File: src/rtl/uart_pkg.sv
// uart_pkg: constants and helpers shared by the UART receiver and transmitter.
package uart_pkg;

   localparam int PAR_NONE = 0;
   localparam int PAR_EVEN = 1;
   localparam int PAR_ODD  = 2;

   typedef enum logic [2:0] {
      ST_IDLE  = 3'd0,
      ST_START = 3'd1,
      ST_DATA  = 3'd2,
      ST_PAR   = 3'd3,
      ST_STOP  = 3'd4
   } rx_state_e;

   // Bits needed to hold values 0..value-1.
   function automatic int clog2(input int value);
      int r;
      r = 0;
      for (int i = 0; i < 31; i++) begin
         if ((1 << i) < value) r = i + 1;
      end
      return r;
   endfunction

endpackage

File: src/rtl/uart_rx_sampler.sv
// uart_rx_sampler: rx synchroniser plus 3-sample majority vote around mid-bit.
// bit_val is meaningful in the cycle where s = OVS/2+1 and s_tick is high; the
// third vote is the live rxs value at that tick.
module uart_rx_sampler
   import uart_pkg::*;
#(
   parameter  int OVS         = 16,
   parameter  int SYNC_STAGES = 2,
   localparam int SW          = clog2(OVS)
) (
   input  logic          clk,
   input  logic          rst_n,
   input  logic          rx,
   input  logic          s_tick,
   input  logic [SW-1:0] s,
   output logic          rxs,
   output logic          bit_val
);

   localparam logic [SW-1:0] S_SMP0 = SW'(OVS / 2 - 1);
   localparam logic [SW-1:0] S_SMP1 = SW'(OVS / 2);

   logic [SYNC_STAGES-1:0] sync_q, sync_d;
   logic [1:0]             smp_q, smp_d;

   // Shift the raw line through the synchroniser; capture the first two votes.
   always_comb begin
      sync_d = {sync_q[SYNC_STAGES-2:0], rx};
      smp_d  = smp_q;
      if (s_tick && (s == S_SMP0)) smp_d[0] = rxs;
      if (s_tick && (s == S_SMP1)) smp_d[1] = rxs;
   end

   // Synchroniser and vote registers; idle-high on reset.
   always_ff @(posedge clk or negedge rst_n) begin
      if (!rst_n) begin
         sync_q <= '1;
         smp_q  <= '1;
      end else begin
         sync_q <= sync_d;
         smp_q  <= smp_d;
      end
   end

   assign rxs     = sync_q[SYNC_STAGES-1];
   assign bit_val = (smp_q[0] & smp_q[1]) | (smp_q[0] & rxs) | (smp_q[1] & rxs);

endmodule

File: src/rtl/uart_rx_frame.sv
// uart_rx_frame: oversampled UART receiver with parity, framing, break and
// overrun detection, delivering words through a one-entry valid/ready register.
//
// state | meaning
// IDLE  | line idle; wait for rxs low (or for rxs high after a break)
// START | qualify start bit; a majority 1 is a glitch and returns to IDLE
// DATA  | shift DBIT data bits in, LSB first
// PAR   | check the parity bit
// STOP  | check stop bit(s); the final stop vote completes the frame
module uart_rx_frame
   import uart_pkg::*;
#(
   parameter int DBIT        = 8,
   parameter int OVS         = 16,
   parameter int PARITY      = 0,
   parameter int STOP_BITS   = 1,
   parameter int SYNC_STAGES = 2
) (
   input  logic            clk,
   input  logic            rst_n,
   input  logic            rx,
   input  logic            s_tick,
   output logic [DBIT-1:0] dout,
   output logic            dout_valid,
   input  logic            dout_ready,
   output logic            dout_frame_err,
   output logic            dout_parity_err,
   output logic            dout_break,
   output logic            overrun,
   output logic            busy
);

   localparam int SW = clog2(OVS);
   localparam int NW = clog2(DBIT + 1);

   localparam logic [SW-1:0] S_VOTE  = SW'(OVS / 2 + 1);
   localparam logic [SW-1:0] S_LAST  = SW'(OVS - 1);
   localparam logic [NW-1:0] N_DLAST = NW'(DBIT - 1);
   localparam logic [NW-1:0] N_SLAST = NW'(STOP_BITS - 1);
   localparam logic          ODD     = (PARITY == PAR_ODD);

   rx_state_e       state_q, state_d;
   logic [SW-1:0]   s_q, s_d;
   logic [NW-1:0]   n_q, n_d;
   logic [DBIT-1:0] data_q, data_d;
   logic            par_err_q, par_err_d;
   logic            frm_err_q, frm_err_d;
   logic            par_zero_q, par_zero_d;
   logic            stop0_q, stop0_d;
   logic            wait_high_q, wait_high_d;

   logic [DBIT-1:0] dout_q, dout_d;
   logic            dout_valid_q, dout_valid_d;
   logic            fe_q, fe_d;
   logic            pe_q, pe_d;
   logic            brk_q, brk_d;
   logic            overrun_q, overrun_d;

   logic rxs, bit_val, vote, last, complete, frm_now, brk_now, load;

   uart_rx_sampler #(
      .OVS         (OVS),
      .SYNC_STAGES (SYNC_STAGES)
   ) u_sampler (
      .clk     (clk),
      .rst_n   (rst_n),
      .rx      (rx),
      .s_tick  (s_tick),
      .s       (s_q),
      .rxs     (rxs),
      .bit_val (bit_val)
   );

   assign vote = s_tick && (s_q == S_VOTE);
   assign last = s_tick && (s_q == S_LAST);

   // Frame sequencing: bit timing, data shift and pending error flags.
   always_comb begin
      state_d     = state_q;
      s_d         = s_q;
      n_d         = n_q;
      data_d      = data_q;
      par_err_d   = par_err_q;
      frm_err_d   = frm_err_q;
      par_zero_d  = par_zero_q;
      stop0_d     = stop0_q;
      wait_high_d = wait_high_q;
      complete    = 1'b0;
      frm_now     = frm_err_q;
      brk_now     = 1'b0;
      case (state_q)
         ST_IDLE: begin
            s_d = '0;
            n_d = '0;
            if (wait_high_q) begin
               if (rxs) wait_high_d = 1'b0;
            end else if (!rxs) begin
               state_d    = ST_START;
               par_err_d  = 1'b0;
               frm_err_d  = 1'b0;
               par_zero_d = 1'b1;
               stop0_d    = 1'b0;
            end
         end
         ST_START: begin
            if (vote && bit_val) begin
               state_d = ST_IDLE;
               s_d     = '0;
            end else if (last) begin
               state_d = ST_DATA;
               s_d     = '0;
               n_d     = '0;
            end else if (s_tick) begin
               s_d = s_q + SW'(1);
            end
         end
         ST_DATA: begin
            if (vote) data_d = {bit_val, data_q[DBIT-1:1]};
            if (last) begin
               s_d = '0;
               if (n_q == N_DLAST) begin
                  n_d     = '0;
                  state_d = (PARITY != PAR_NONE) ? ST_PAR : ST_STOP;
               end else begin
                  n_d = n_q + NW'(1);
               end
            end else if (s_tick) begin
               s_d = s_q + SW'(1);
            end
         end
         ST_PAR: begin
            if (vote) begin
               par_zero_d = !bit_val;
               if (bit_val != ((^data_q) ^ ODD)) par_err_d = 1'b1;
            end
            if (last) begin
               s_d     = '0;
               state_d = ST_STOP;
            end else if (s_tick) begin
               s_d = s_q + SW'(1);
            end
         end
         ST_STOP: begin
            if (vote) begin
               if (!bit_val) frm_err_d = 1'b1;
               if (n_q == '0) stop0_d = !bit_val;
               if (n_q == N_SLAST) begin
                  // Finish at mid-bit so a back-to-back start edge is not missed.
                  complete    = 1'b1;
                  frm_now     = frm_err_q | !bit_val;
                  brk_now     = (data_q == '0) && par_zero_q &&
                                ((n_q == '0) ? !bit_val : stop0_q);
                  wait_high_d = brk_now;
                  state_d     = ST_IDLE;
                  s_d         = '0;
                  n_d         = '0;
               end else begin
                  s_d = s_q + SW'(1);
               end
            end else if (last) begin
               s_d = '0;
               n_d = n_q + NW'(1);
            end else if (s_tick) begin
               s_d = s_q + SW'(1);
            end
         end
         default: state_d = ST_IDLE;
      endcase
   end

   // Holding register: load on completion unless a full word is being kept.
   always_comb begin
      load         = complete && (!dout_valid_q || dout_ready);
      dout_d       = dout_q;
      dout_valid_d = dout_valid_q;
      fe_d         = fe_q;
      pe_d         = pe_q;
      brk_d        = brk_q;
      overrun_d    = complete && !load;
      if (dout_valid_q && dout_ready) dout_valid_d = 1'b0;
      if (load) begin
         dout_d       = data_q;
         dout_valid_d = 1'b1;
         fe_d         = frm_now;
         pe_d         = par_err_q;
         brk_d        = brk_now;
      end
   end

   // State and datapath registers.
   always_ff @(posedge clk or negedge rst_n) begin
      if (!rst_n) begin
         state_q      <= ST_IDLE;
         s_q          <= '0;
         n_q          <= '0;
         data_q       <= '0;
         par_err_q    <= 1'b0;
         frm_err_q    <= 1'b0;
         par_zero_q   <= 1'b0;
         stop0_q      <= 1'b0;
         wait_high_q  <= 1'b0;
         dout_q       <= '0;
         dout_valid_q <= 1'b0;
         fe_q         <= 1'b0;
         pe_q         <= 1'b0;
         brk_q        <= 1'b0;
         overrun_q    <= 1'b0;
      end else begin
         state_q      <= state_d;
         s_q          <= s_d;
         n_q          <= n_d;
         data_q       <= data_d;
         par_err_q    <= par_err_d;
         frm_err_q    <= frm_err_d;
         par_zero_q   <= par_zero_d;
         stop0_q      <= stop0_d;
         wait_high_q  <= wait_high_d;
         dout_q       <= dout_d;
         dout_valid_q <= dout_valid_d;
         fe_q         <= fe_d;
         pe_q         <= pe_d;
         brk_q        <= brk_d;
         overrun_q    <= overrun_d;
      end
   end

   assign dout            = dout_q;
   assign dout_valid      = dout_valid_q;
   assign dout_frame_err  = fe_q;
   assign dout_parity_err = pe_q;
   assign dout_break      = brk_q;
   assign overrun         = overrun_q;
   assign busy            = (state_q != ST_IDLE);

endmodule

File: config.mk
export PLATFORM = sky130hd
export DESIGN_NAME = uart_rx_frame
export DESIGN_NICKNAME = d
export VERILOG_FILES = /design/src/rtl/uart_pkg.sv /design/src/rtl/uart_rx_sampler.sv /design/src/rtl/uart_rx_frame.sv
export SDC_FILE = /design/constraint.sdc
export NUM_CORES = 1
export LEC_CHECK = 0
export ABC_AREA = 1
export BUFFER_PORTS_ARGS = -buffer_cell sky130_fd_sc_hd__clkbuf_2
export CAP_MARGIN = 30
export CORE_AREA = 2 2 78 80
export CTS_CLUSTER_SIZE = 25
export DETAILED_ROUTE_END_ITERATION = 7
export DIE_AREA = 0 0 80 82
export HOLD_SLACK_MARGIN = 0.06
export SLEW_MARGIN = 10
export SYNTH_ARGS = -nofsm -noshare
export SYNTH_HDL_FRONTEND = slang
export SYNTH_SLANG_ARGS = --single-unit
File: constraint.sdc
create_clock -name clk -period 1.8 [get_ports clk]
set_input_delay 0.36 -clock clk [delete_from_list [all_inputs] [get_ports clk]]
set_output_delay 0.36 -clock clk [all_outputs]
set_load 0.02 [all_outputs]
==> qor.txt <==
Outcome: finished clean
Max Fclk: 0.595 GHz
Pwr Density: 1140 mW/mm2
Post-layout min period: 1.68 ns
Switch share: 38.1%
Power Internal: 0.00187 W
Dominant cell by count in the synthesized netlist: nand2_1
Final setup margin: 0.118 ns
Top cell type's share of synthesized area: 41.2%
Slew headroom: 64.6%
Crit Path Category: reg2reg
Max Cap Viol: 0
Die Y: 82 um
Util after Layout: 45.9%
Initial antenna violation count: 0
Endpoints failing hold: 0
GPL Wtd Cong: 0.884
Clock power frac: 26.1%
Vias in the first global route: 1,727
Register bit total from synthesis: 41
Startpoint Class: flip-flop
Iter 0 DRT Violations: 85
Clock transition at the registers of the reported paths: 0.08 ns
Place WS: -0.0126 ns
Syn-to-layout area delta: 17.5%
Sequential Power Share: 38.1%
Sw Pwr: 0.00115 W
Hold Crit Class: in2async
Setup_tns: 0 ns
Clock latency on the worst-skew pair: 0.30 ns
Ys flop type: dfrtp_1
Num rows: 28
WL/cell: 12.2 um
Post-synth top cells: nand2_1 (75), inv_1 (40), dfrtp_1 (37)
Leak: 1.34 nW
# DRC: 0
Period utilization: 93.4%
Register area share after synthesis: 45.9%
CP Data Arrival Time: 1.87 ns
Layout Nets: 324
Routed wire length: 4.70 mm
Largest net degree at the start of global routing: 42
Sinks on Clock Net: 41
Yosys cell types: 33
Multi-input gate area: 0.00106 mm2
Critical Path Fanout Max: 5
Num CTS Buffers: 5
Hold Slack: 0.120 ns
Post-synth top area cell: dfrtp_1
CP Capture Type: flip-flop
Initial core utilization: 39.1%
First-pass GRT wire length: 7.91 mm
Pins over their slew limit: 0
Worst slew pin tran: 0.532 ns
WP data required: 1.99 ns
Root buf cell: clkbuf_8
Fillers: 569
Routed via count: 1,830
# setup viols final: 0
R2R setup slack: 0.12 ns
Async S/R FF share, synth: 100%
Fraction of layout cells with a size suffix above 1: 20.9%
Global route total overflow: 0
Reg area: 0.00103 mm2
Power share of the combinational group: 35.8%
Leading post-synthesis cells by cell area: dfrtp_1 (41%), nand2_1 (13%), inv_1 (6.7%)
Hold_buf cts: 0
CTS tree: yes
Cell count after synthesis: 279
Reg2reg end: state_q[0]
DR vias/cell: 4.74
I/O pin count: 19
GRT Total Usage: 15.7%
Routed Antenna Nets: 0
Worst r2r src: n_q[0]
Synth Net Count: 293
Worst reg2reg path depth: 11
Yosys warning total: 0
Bufs on Longest Clock Path: 2
Synthesized area: 0.00225 mm2
Post-synth EDFFs: 0
Core area: 0.00575 mm2
H-tree depth: 2
Synthesized area per cell: 8.05 um2
Die W: 80 um
Drt first pass iters: 4
Die area: 0.00656 mm2
Clock skew: 0.00760 ns
HPWL after DPL: 3.42 mm
Worst vdd ir: 356 uV
N_diodes: 0
IO Port Bufs: 18
==> worst max path at each step <==
stage / slack, ns / end / from
final: 0.12 / state_q[0] / n_q[0]
after global routing: -0.02 / state_q[1] / n_q[0]
after CTS: 0.04 / state_q[0] / n_q[0]
after detailed placement: -0.01 / state_q[0] / n_q[0]
after global placement: 0.04 / state_q[0] / n_q[0]
after floorplan: 0.31 / state_q[0] / n_q[0]
==> critical path, stage by stage (launching register included) <==
cell and delay, ns:
dfrtp_1 0.43, inv_1 0.08, ha_2 0.18, nand2_2 0.06, nor2_4 0.16, inv_2 0.08
nand2_4 0.09, nand2_4 0.06, nor3_4 0.22, nand2_1 0.10, nand2_1 0.07, nand2_1 0.05
==> final cells by class <==
class,instances,area share [%]
Tap cell,75,3.55
Sequential cell,41,39.1
Inverter,43,6.16
Multi-Input combinational cell,191,40.3
Clock inverter,2,1.42
Clock buffer,6,3.13
Timing Repair Buffer,28,6.40
==> repair_timing <==
item | 4_1_cts | 5_1_grt
gates resized for setup | 1 | 9
endpoints found under the setup margin | 6 | 9
gates cloned | 0 | 0
buffers inserted | 0 | 5
pin swaps | 0 | 3
==> placed cells by master (no fill, tap or decap), types with 2 or more instances in the layout <==
master	count
buf_4	9
nand4_1	4
xor2_1	4
o211ai_1	2
a31oi_1	2
o21ai_0	8
nand2_4	2
inv_1	39
clkbuf_2	18
o21ai_1	19
nor2_2	4
nor2_1	16
nand3_1	21
nand2_1	72
ha_1	8
inv_2	3
dfrtp_1	37
xnor2_1	2
nand2_2	5
dfstp_2	4
nor3_1	2
a21oi_1	5
clkbuf_8	6
==> state kept, by name, summed over array words and instances (netlist names) <==
register,count
stop0_q,1
dout_valid,1
u_sampler.smp_q,2
par_zero_q,1
data_q,8
state_q,3
frm_err_q,1
dout_frame_err,1
par_err_q,1
overrun,1
u_sampler.sync_q,2
wait_high_q,1
dout_parity_err,1
s_q,4
n_q,4
dout,8
dout_break,1
==> metrics by stage <==
step           std cells  power (W)  area (um2)
2_1_floorplan        279    0.00189        2250
3_3_place_gp         373    0.00213        2450
3_5_place_dp         373    0.00215        2450
4_1_cts              381    0.00295        2570
5_1_grt              386    0.00325        2640
6_report             386    0.00302        2640
==> kinds of logic after synthesis <==
logic type	after synthesis	share of synthesized area, %
xor gates and xnor gates	6	2.34
AOI/OAI and AO/OA	41	10.7
and+or+nand+nor	134	27.4
muxes	1	0.501
buffers and inverters	47	8.13
adders and majority gates	9	5.01
DFF	41	45.9
==> power by group through the flow <==
stage	combinational [W]	sequential (W)	clock, W
2_1_floorplan	0.000745	0.00114	0
3_3_place_gp	0.000965	0.00117	0
3_5_place_dp	0.000984	0.00116	0
4_1_cts	0.000995	0.00115	0.000803
5_1_grt	0.00123	0.00117	0.000843
6_report	0.00108	0.00115	0.000788
==> routing by layer <==
metal  global-route usage (%)  up-vias  wire length [um]
li1                         -      958                 -
met5                        0        -                 0
met3                     3.63        8               116
met2                     25.6       25              2220
met4                     6.78        0                84
met1                     20.0      839              2280
Note: power is estimated with default switching activity, not from simulation.
